`src/rtl/alu_share_arbiter.sv`:
```
// Round-robin share of one combinational ALU between the datapath (port 0) and the branch/address unit (port 1).
// Define ALU_ARB_STATS_EN to add the stall_cnt arbitration-loss counter output.
module alu_share_arbiter #(
    parameter int WIDTH  = 32,
    parameter int CTRL_W = 3
) (
    input  logic              clk,
    input  logic              reset,
    input  logic              req0_valid,
    input  logic [WIDTH-1:0]  req0_a,
    input  logic [WIDTH-1:0]  req0_b,
    input  logic [CTRL_W-1:0] req0_ctrl,
    output logic              req0_ready,
    input  logic              req1_valid,
    input  logic [WIDTH-1:0]  req1_a,
    input  logic [WIDTH-1:0]  req1_b,
    input  logic [CTRL_W-1:0] req1_ctrl,
    output logic              req1_ready,
    output logic              rsp0_valid,
    output logic [WIDTH-1:0]  rsp0_result,
    output logic              rsp0_zero,
    output logic              rsp1_valid,
    output logic [WIDTH-1:0]  rsp1_result,
    output logic              rsp1_zero,
    output logic [WIDTH-1:0]  alu_a,
    output logic [WIDTH-1:0]  alu_b,
    output logic [CTRL_W-1:0] alu_ctrl,
    input  logic [WIDTH-1:0]  alu_result,
    input  logic              alu_zero
`ifdef ALU_ARB_STATS_EN
    ,
    output logic [15:0]       stall_cnt
`endif
);

    typedef enum logic {IDLE, EXEC} state_t;

    state_t              state_q;
    logic                last_grant_q;
    logic                owner_q;
    logic [WIDTH-1:0]    a_q, b_q;
    logic [CTRL_W-1:0]   ctrl_q;
    logic                rsp0_valid_q, rsp1_valid_q;
    logic [WIDTH-1:0]    rsp0_result_q, rsp1_result_q;
    logic                rsp0_zero_q, rsp1_zero_q;
    logic                grant_d;
    logic                accept;

    // On contention the port that did not win last time gets the grant.
    always_comb begin
        grant_d = req1_valid;
        if (req0_valid && req1_valid) grant_d = ~last_grant_q;
    end

    assign req0_ready = (state_q == IDLE) && req0_valid && !grant_d;
    assign req1_ready = (state_q == IDLE) && req1_valid &&  grant_d;
    assign accept     = req0_ready || req1_ready;

    always_ff @(posedge clk or posedge reset) begin
        if (reset) begin
            state_q       <= IDLE;
            last_grant_q  <= 1'b1;
            owner_q       <= 1'b0;
            a_q           <= '0;
            b_q           <= '0;
            ctrl_q        <= '0;
            rsp0_valid_q  <= 1'b0;
            rsp1_valid_q  <= 1'b0;
            rsp0_result_q <= '0;
            rsp1_result_q <= '0;
            rsp0_zero_q   <= 1'b0;
            rsp1_zero_q   <= 1'b0;
        end else begin
            rsp0_valid_q <= 1'b0;
            rsp1_valid_q <= 1'b0;
            case (state_q)
                IDLE: begin
                    if (accept) begin
                        a_q          <= grant_d ? req1_a    : req0_a;
                        b_q          <= grant_d ? req1_b    : req0_b;
                        ctrl_q       <= grant_d ? req1_ctrl : req0_ctrl;
                        owner_q      <= grant_d;
                        last_grant_q <= grant_d;
                        state_q      <= EXEC;
                    end
                end
                EXEC: begin
                    if (owner_q) begin
                        rsp1_valid_q  <= 1'b1;
                        rsp1_result_q <= alu_result;
                        rsp1_zero_q   <= alu_zero;
                    end else begin
                        rsp0_valid_q  <= 1'b1;
                        rsp0_result_q <= alu_result;
                        rsp0_zero_q   <= alu_zero;
                    end
                    state_q <= IDLE;
                end
                default: state_q <= IDLE;
            endcase
        end
    end

    assign alu_a       = a_q;
    assign alu_b       = b_q;
    assign alu_ctrl    = ctrl_q;
    assign rsp0_valid  = rsp0_valid_q;
    assign rsp0_result = rsp0_result_q;
    assign rsp0_zero   = rsp0_zero_q;
    assign rsp1_valid  = rsp1_valid_q;
    assign rsp1_result = rsp1_result_q;
    assign rsp1_zero   = rsp1_zero_q;

`ifdef ALU_ARB_STATS_EN
    logic [15:0] stall_cnt_q;

    // Counts IDLE cycles in which one requester loses arbitration.
    always_ff @(posedge clk or posedge reset) begin
        if (reset) begin
            stall_cnt_q <= '0;
        end else if (state_q == IDLE && req0_valid && req1_valid && stall_cnt_q != 16'hFFFF) begin
            stall_cnt_q <= stall_cnt_q + 16'd1;
        end
    end

    assign stall_cnt = stall_cnt_q;
`endif

endmodule
```
`config.mk`:
```
export PLATFORM = sky130hd
export DESIGN_NAME = alu_share_arbiter
export DESIGN_NICKNAME = d
export VERILOG_FILES = /design/src/rtl/alu_share_arbiter.sv
export SDC_FILE = /design/constraint.sdc
export NUM_CORES = 1
export LEC_CHECK = 0
export ABC_AREA = 1
export CAP_MARGIN = 25
export CORE_UTILIZATION = 35
export CTS_CLUSTER_DIAMETER = 150
export DETAILED_ROUTE_END_ITERATION = 8
export GPL_ROUTABILITY_DRIVEN = 0
export PLACE_DENSITY = 0.68
export SLEW_MARGIN = 25
export SYNTH_ARGS = -nofsm -noshare
export SYNTH_HDL_FRONTEND = slang
export SYNTH_SLANG_ARGS = --single-unit
```
`constraint.sdc`:
```
create_clock -name clk -period 10.2 [get_ports clk]
set_input_delay 2.04 -clock clk [delete_from_list [all_inputs] [get_ports clk]]
set_output_delay 2.04 -clock clk [all_outputs]
set_load 0.02 [all_outputs]
```
==> results of run 1 <==
Yosys cell counts:
cell	number
nand2_2	2
o22ai_1	1
buf_1	5
buf_4	7
buf_2	27
clkbuf_1	10
a21oi_1	1
buf_6	1
o21ai_0	67
o21ai_2	1
inv_2	1
nand3_1	134
dfrtp_1	137
nand2_1	273
dfstp_2	1
nor2_1	1
inv_1	172
metrics by stage:
stage	hold slack (ps)	power [W]	cells	setup slack (ps)
after floorplan	472	0.00130	841	4470
after global placement	462	0.00181	1333	4400
after detailed placement	464	0.00183	1335	4400
after CTS	482	0.00245	1367	4390
after global routing	499	0.00257	1367	4270
final	476	0.00242	1367	4370
worst min-delay path by stage:
stage | start | to | slack [ps] | cells past startpoint
after floorplan | last_grant_q | last_grant_q | 470 | 2
after global placement | alu_b[31] | alu_b[31] | 460 | 2
after detailed placement | alu_a[7] | alu_a[7] | 460 | 2
after CTS | alu_a[6] | alu_a[6] | 480 | 2
after global routing | alu_b[28] | alu_b[28] | 500 | 2
final | alu_b[15] | alu_b[15] | 480 | 2
worst reg2reg max path, cell delays in order (launching register included):
cell     delay, ps
dfstp_2        540
nand2_2         60
buf_4          350
nand2_2        130
buf_4          560
nand2_1        240
nand3_1        120
nand2_1         70
kinds of logic after synthesis:
family                 Yosys count
AND/OR/NAND/NOR                410
AO/OA/AOI/OAI                   70
buffers and inverters          223
flip-flops                     138
area by class of cell:
class | count | area [µm²]
inverters | 173 | 654
multi-input cells | 480 | 2080
clock inverters | 14 | 150
fillers | 1730 | 7740
clock buffers | 18 | 439
well taps | 229 | 287
repair buffers | 315 | 3160
flip-flops and latches | 138 | 3450
state kept, by name, indices dropped and copies added (netlist names), 3 cells and up:
signal and flops:
rsp0_result 32, alu_ctrl 3, alu_a 32, rsp1_result 32
alu_b 32
report_power, final:
| part | switching [W] | internal, W |
|---|---|---|
| clock network | 0.000262 | 0.000353 |
| logic | 0.000525 | 0.000458 |
| registers | 0.0000977 | 0.000729 |
| total | 0.000884 | 0.00154 |
layer usage:
metal	vias to the layer above	part of all wire	global-route usage	routed length, µm
li1	3102	-	-	-
met1	2771	0.42	0.238	7860
met2	235	0.47	0.343	8930
met3	19	0.093	0.0662	1740
met4	0	0.016	0.0678	292
met5	-	0	0	0
cells in the final DEF (no fill, tap or decap), types with 2 or more instances in the layout:
cell type / count
clkinv_4: 2
o21ai_0: 67
dfrtp_1: 137
clkbuf_16: 17
buf_4: 5
buf_12: 2
inv_8: 4
nand2_2: 5
clkdlybuf4s50_1: 306
inv_1: 171
nand3_1: 134
nand2_1: 270
clkinvlp_4: 3
inv_6: 5
==> impl_metrics.toml, run 1 <==
[timing]
relSlewSlack = 0.458
min_period_ps = 5830
hold_viol = 0
fin_setup_tns_ps = 0
rsz0062_at_grt = "no"
worstMarginPinSlew_ps = 813
fin_crit_sh = 0.571
setup_viol = 0
max_freq_mhz = 172
skew_ps = 8.40
drv_slew = 0

[power_and_ir_drop]
power_density_nw_per_um2 = 237
p_leak_nw = 5.25
ir_worst_vdd_v = 0.000137

[clocking]
postCtsHoldBufs = 0
tritoncts = "done"
cts_sinks = 138
htreeDepth = 4
cts_buffers = 17
clk-insertion-delay-late_ps = 410
clock_path_buffers = 2
cts_resized = 0
ctsRootBufferMaster = "clkbuf_16"
clkTransAtPathRegs_ps = 60
postCtsSetupBuffers = 0

[die]
coreArea_um2 = 18000
ios = 308
design.die.area_um2 = 18900
row_count = 49
dieHeight_um = 138
die_w_um = 138
start_util = 0.358

[synth]
synth_top_family_by_area = "simple AND/OR/NAND/NOR gates"
syn_area_um2 = 6430
ys_ff_latch = 138
synth_adder_area_share = 0
yosysTopAreaCell = "dfrtp_1"
ys_seq_area_frac = 0.538
synth_cell_types = 17
post_synth_inst_count = 841
synth_xor_area_frac = 0
ys_top_cells_by_area = "dfrtp_1, nand2_1, nand3_1, inv_1, o21ai_0"
synth_simple_gate_area_frac = 0.266
yosys-mux-area-fraction = 0
synth_top_cell_area_share = 0.533
synth_nets = 1012
yosysWarnings = 0
synth_compound_area_frac = 0.0553
avgSynthCellArea_um2 = 7.64

[global_routing]
antenna_found_initial = 0
track_usage = 0.202
grt_overflow = 0
grt_pass1_vias = 5756
grt_pass1_wl_um = 29400
grt_start_max_net_pins = 78

[setup_path]
rr_endpoint = "alu_a[9]"
cp-endpoint = "req1_ready"
crit_path_start_kind = "input pin"
crit_path_max_fanout = 71
slowest_delay_ps = 640
cp.required_ps = 8160
timing.rr.start = "last_grant_q"
ff2ff_setup_slack_ps = 8020
cp-end-kind = "output pin"
crit_start = "req1_valid"
arrival_ps = 3790
critPathKind = "input pin to output pin"
cp_cell_sequence = "buf_2 > buf_4 > nand2_1 > nor2_1 > clkdlybuf4s50_1"
worstRegToRegCells = 7
crit_slowest_cell = "clkdlybuf4s50_1"
worst-path-buf-inv = 3
cp.depth = 5
cpLargestDelayFamily = "buffers and inverters"

[place]
portBuffers = 307
place_area_um2 = 9630
dp_hpwl_um = 12900

[routing]
via_count = 6127
drcViolationCount = 0
drtPass1Iterations = 4
routed_wirelength_um = 18800
drt_iter0_markers = 203
drt-vias-per-instance = 4.48
ant_nets = 0
wl_per_cell_um = 13.8

[finish]
diodes = 0
final_util = 0.569
final_layout_size_suffix_gt1_frac = 0.0439
stdcell_area_um2 = 10200
nets = 1296
area_growth_pct = 59.1

[flow_run]
cap_violations = 0

[run_status]
outcome = "finished clean"

[worst_hold_path]
hp-class = "flip-flop to flip-flop"
(Power assumes the default switching activity.)
==> run 2, diff against run 1 <==
- PLACE_DENSITY: 0.68 -> 0.71
- clock period: 10.2 -> 5.3 ns (I/O delays scaled with it)
==> impl_metrics.toml, run 2 (synthesis gave the netlist of run 1 again) <==
[timing]
worst_hold_slack_ps = 477
worstMarginPinSlew_ps = 973
setup_viol = 0
min_period_ps = 3650
drv_slew = 0
hold_viol = 0
max_freq_mhz = 274
fin_setup_tns_ps = 0
rsz0062_at_grt = "no"
relSlewSlack = 0.349
skew_ps = 9.40
fin_crit_sh = 0.689

[routing]
routed_wirelength_um = 18900
ant_nets = 0
drcViolationCount = 0
drt_iter0_markers = 310
wl_met3_um = 1870
wl_met1_um = 7380
top_layer_used = "met4"
wl_per_cell_um = 13.8
via_count = 6212
drt-vias-per-instance = 4.55
drtPass1Iterations = 5
wl_met2_um = 9170

[setup_path]
critPathKind = "input pin to output pin"
arrival_ps = 2590
slowest_delay_ps = 630
crit_path_max_fanout = 11
crit_slowest_cell = "clkdlybuf4s50_1"
path_common_cell = "clkdlybuf4s50_1"
cp-end-kind = "output pin"
cp_cell_sequence = "clkdlybuf4s50_1 > nand2_2 > a21oi_1 > clkdlybuf4s50_1"
crit_path_start_kind = "input pin"
cp.required_ps = 4240

[run_status]
outcome = "finished clean"

[die]
row_count = 49
ios = 308
start_util = 0.358
design.die.area_um2 = 18900
dieHeight_um = 138
die_w_um = 138
coreArea_um2 = 18000

[clocking]
htreeDepth = 4
tritoncts = "done"
clk-insertion-delay-late_ps = 410
postCtsHoldBufs = 0
clkTransAtPathRegs_ps = 60
cts_sinks = 138
postCtsSetupBuffers = 0
cts_resized = 0
cts_buffers = 17
ctsRootBufferMaster = "clkbuf_16"
clock_path_buffers = 2

[finish]
multi_input_area_um2 = 2090
final_layout_size_suffix_gt1_frac = 0.0413
final_util = 0.570
diodes = 0
layout_commonest_cell = "clkdlybuf4s50_1"
nets = 1295
seqCellArea_um2 = 3450
final_cell_mix = "clkdlybuf4s50_1, nand2_1, inv_1"
area_growth_pct = 59.2
fillers = 1645

[power_and_ir_drop]
p_total_w = 0.00472
ir_worst_vdd_v = 0.000314
power_density_nw_per_um2 = 461
p_leak_nw = 5.27

[global_routing]
grt_start_max_net_pins = 71
grt_pass1_wl_um = 28800
antenna_found_initial = 0
track_usage = 0.202
grt_overflow = 0
grt_pass1_vias = 5803

[place]
portBuffers = 307
dp_hpwl_um = 13500

[worst_hold_path]
hp-class = "flip-flop to flip-flop"

[flow_run]
cap_violations = 0
[run 2: metal layers]
layer | GRT usage | up-vias
met5 | 0 | -
met4 | 0.0885 | 0
met3 | 0.0736 | 28
met2 | 0.346 | 240
met1 | 0.223 | 2843
li1 | - | 3101
[run 2: final timing paths]
path	end	depth (start not counted)	from	slack, ps
max in group asynchronous	alu_a[17]	3	reset	3210
worst min register to register	alu_a[6]	2	alu_a[6]	480
min in group asynchronous	rsp0_result[7]	2	reset	1110
worst max register to register	alu_a[28]	7	last_grant_q	2760
worst min-delay path	alu_a[6]	2	alu_a[6]	480
worst max-delay path	req0_ready	4	req0_valid	1650
[run 2: critical path: cells and delay by family]
kind                   cells  cell delay (ps)
AOI/OAI and AO/OA          1              170
buffers and inverters      2             1190
and+or+nand+nor            1              170
[run 2: stage by stage]
step	instances	setup WS, ps	cell area [µm²]
after floorplan	841	545	6430
after global placement	1334	1580	9600
after detailed placement	1334	1500	9600
after CTS	1366	1660	10200
after global routing	1366	1570	10200
final	1366	1650	10200
[run 2: area by class of cell]
cell class	instances	area share
clock buffer	19	0.0423
clock inverter	13	0.0188
inverter	173	0.0639
multi-input combinational	480	0.204
sequential	138	0.338
tap	229	0.0280
timing repair buffer	314	0.305
[run 2: power by group]
group          total (W)  leakage (nW)  switching [W]  internal (W)
Sequential       0.00159          1.67       0.000191       0.00140
Combinational    0.00187          3.30        0.00100      0.000872
Clock            0.00125         0.303       0.000461      0.000793
Total            0.00472          5.27        0.00165       0.00307
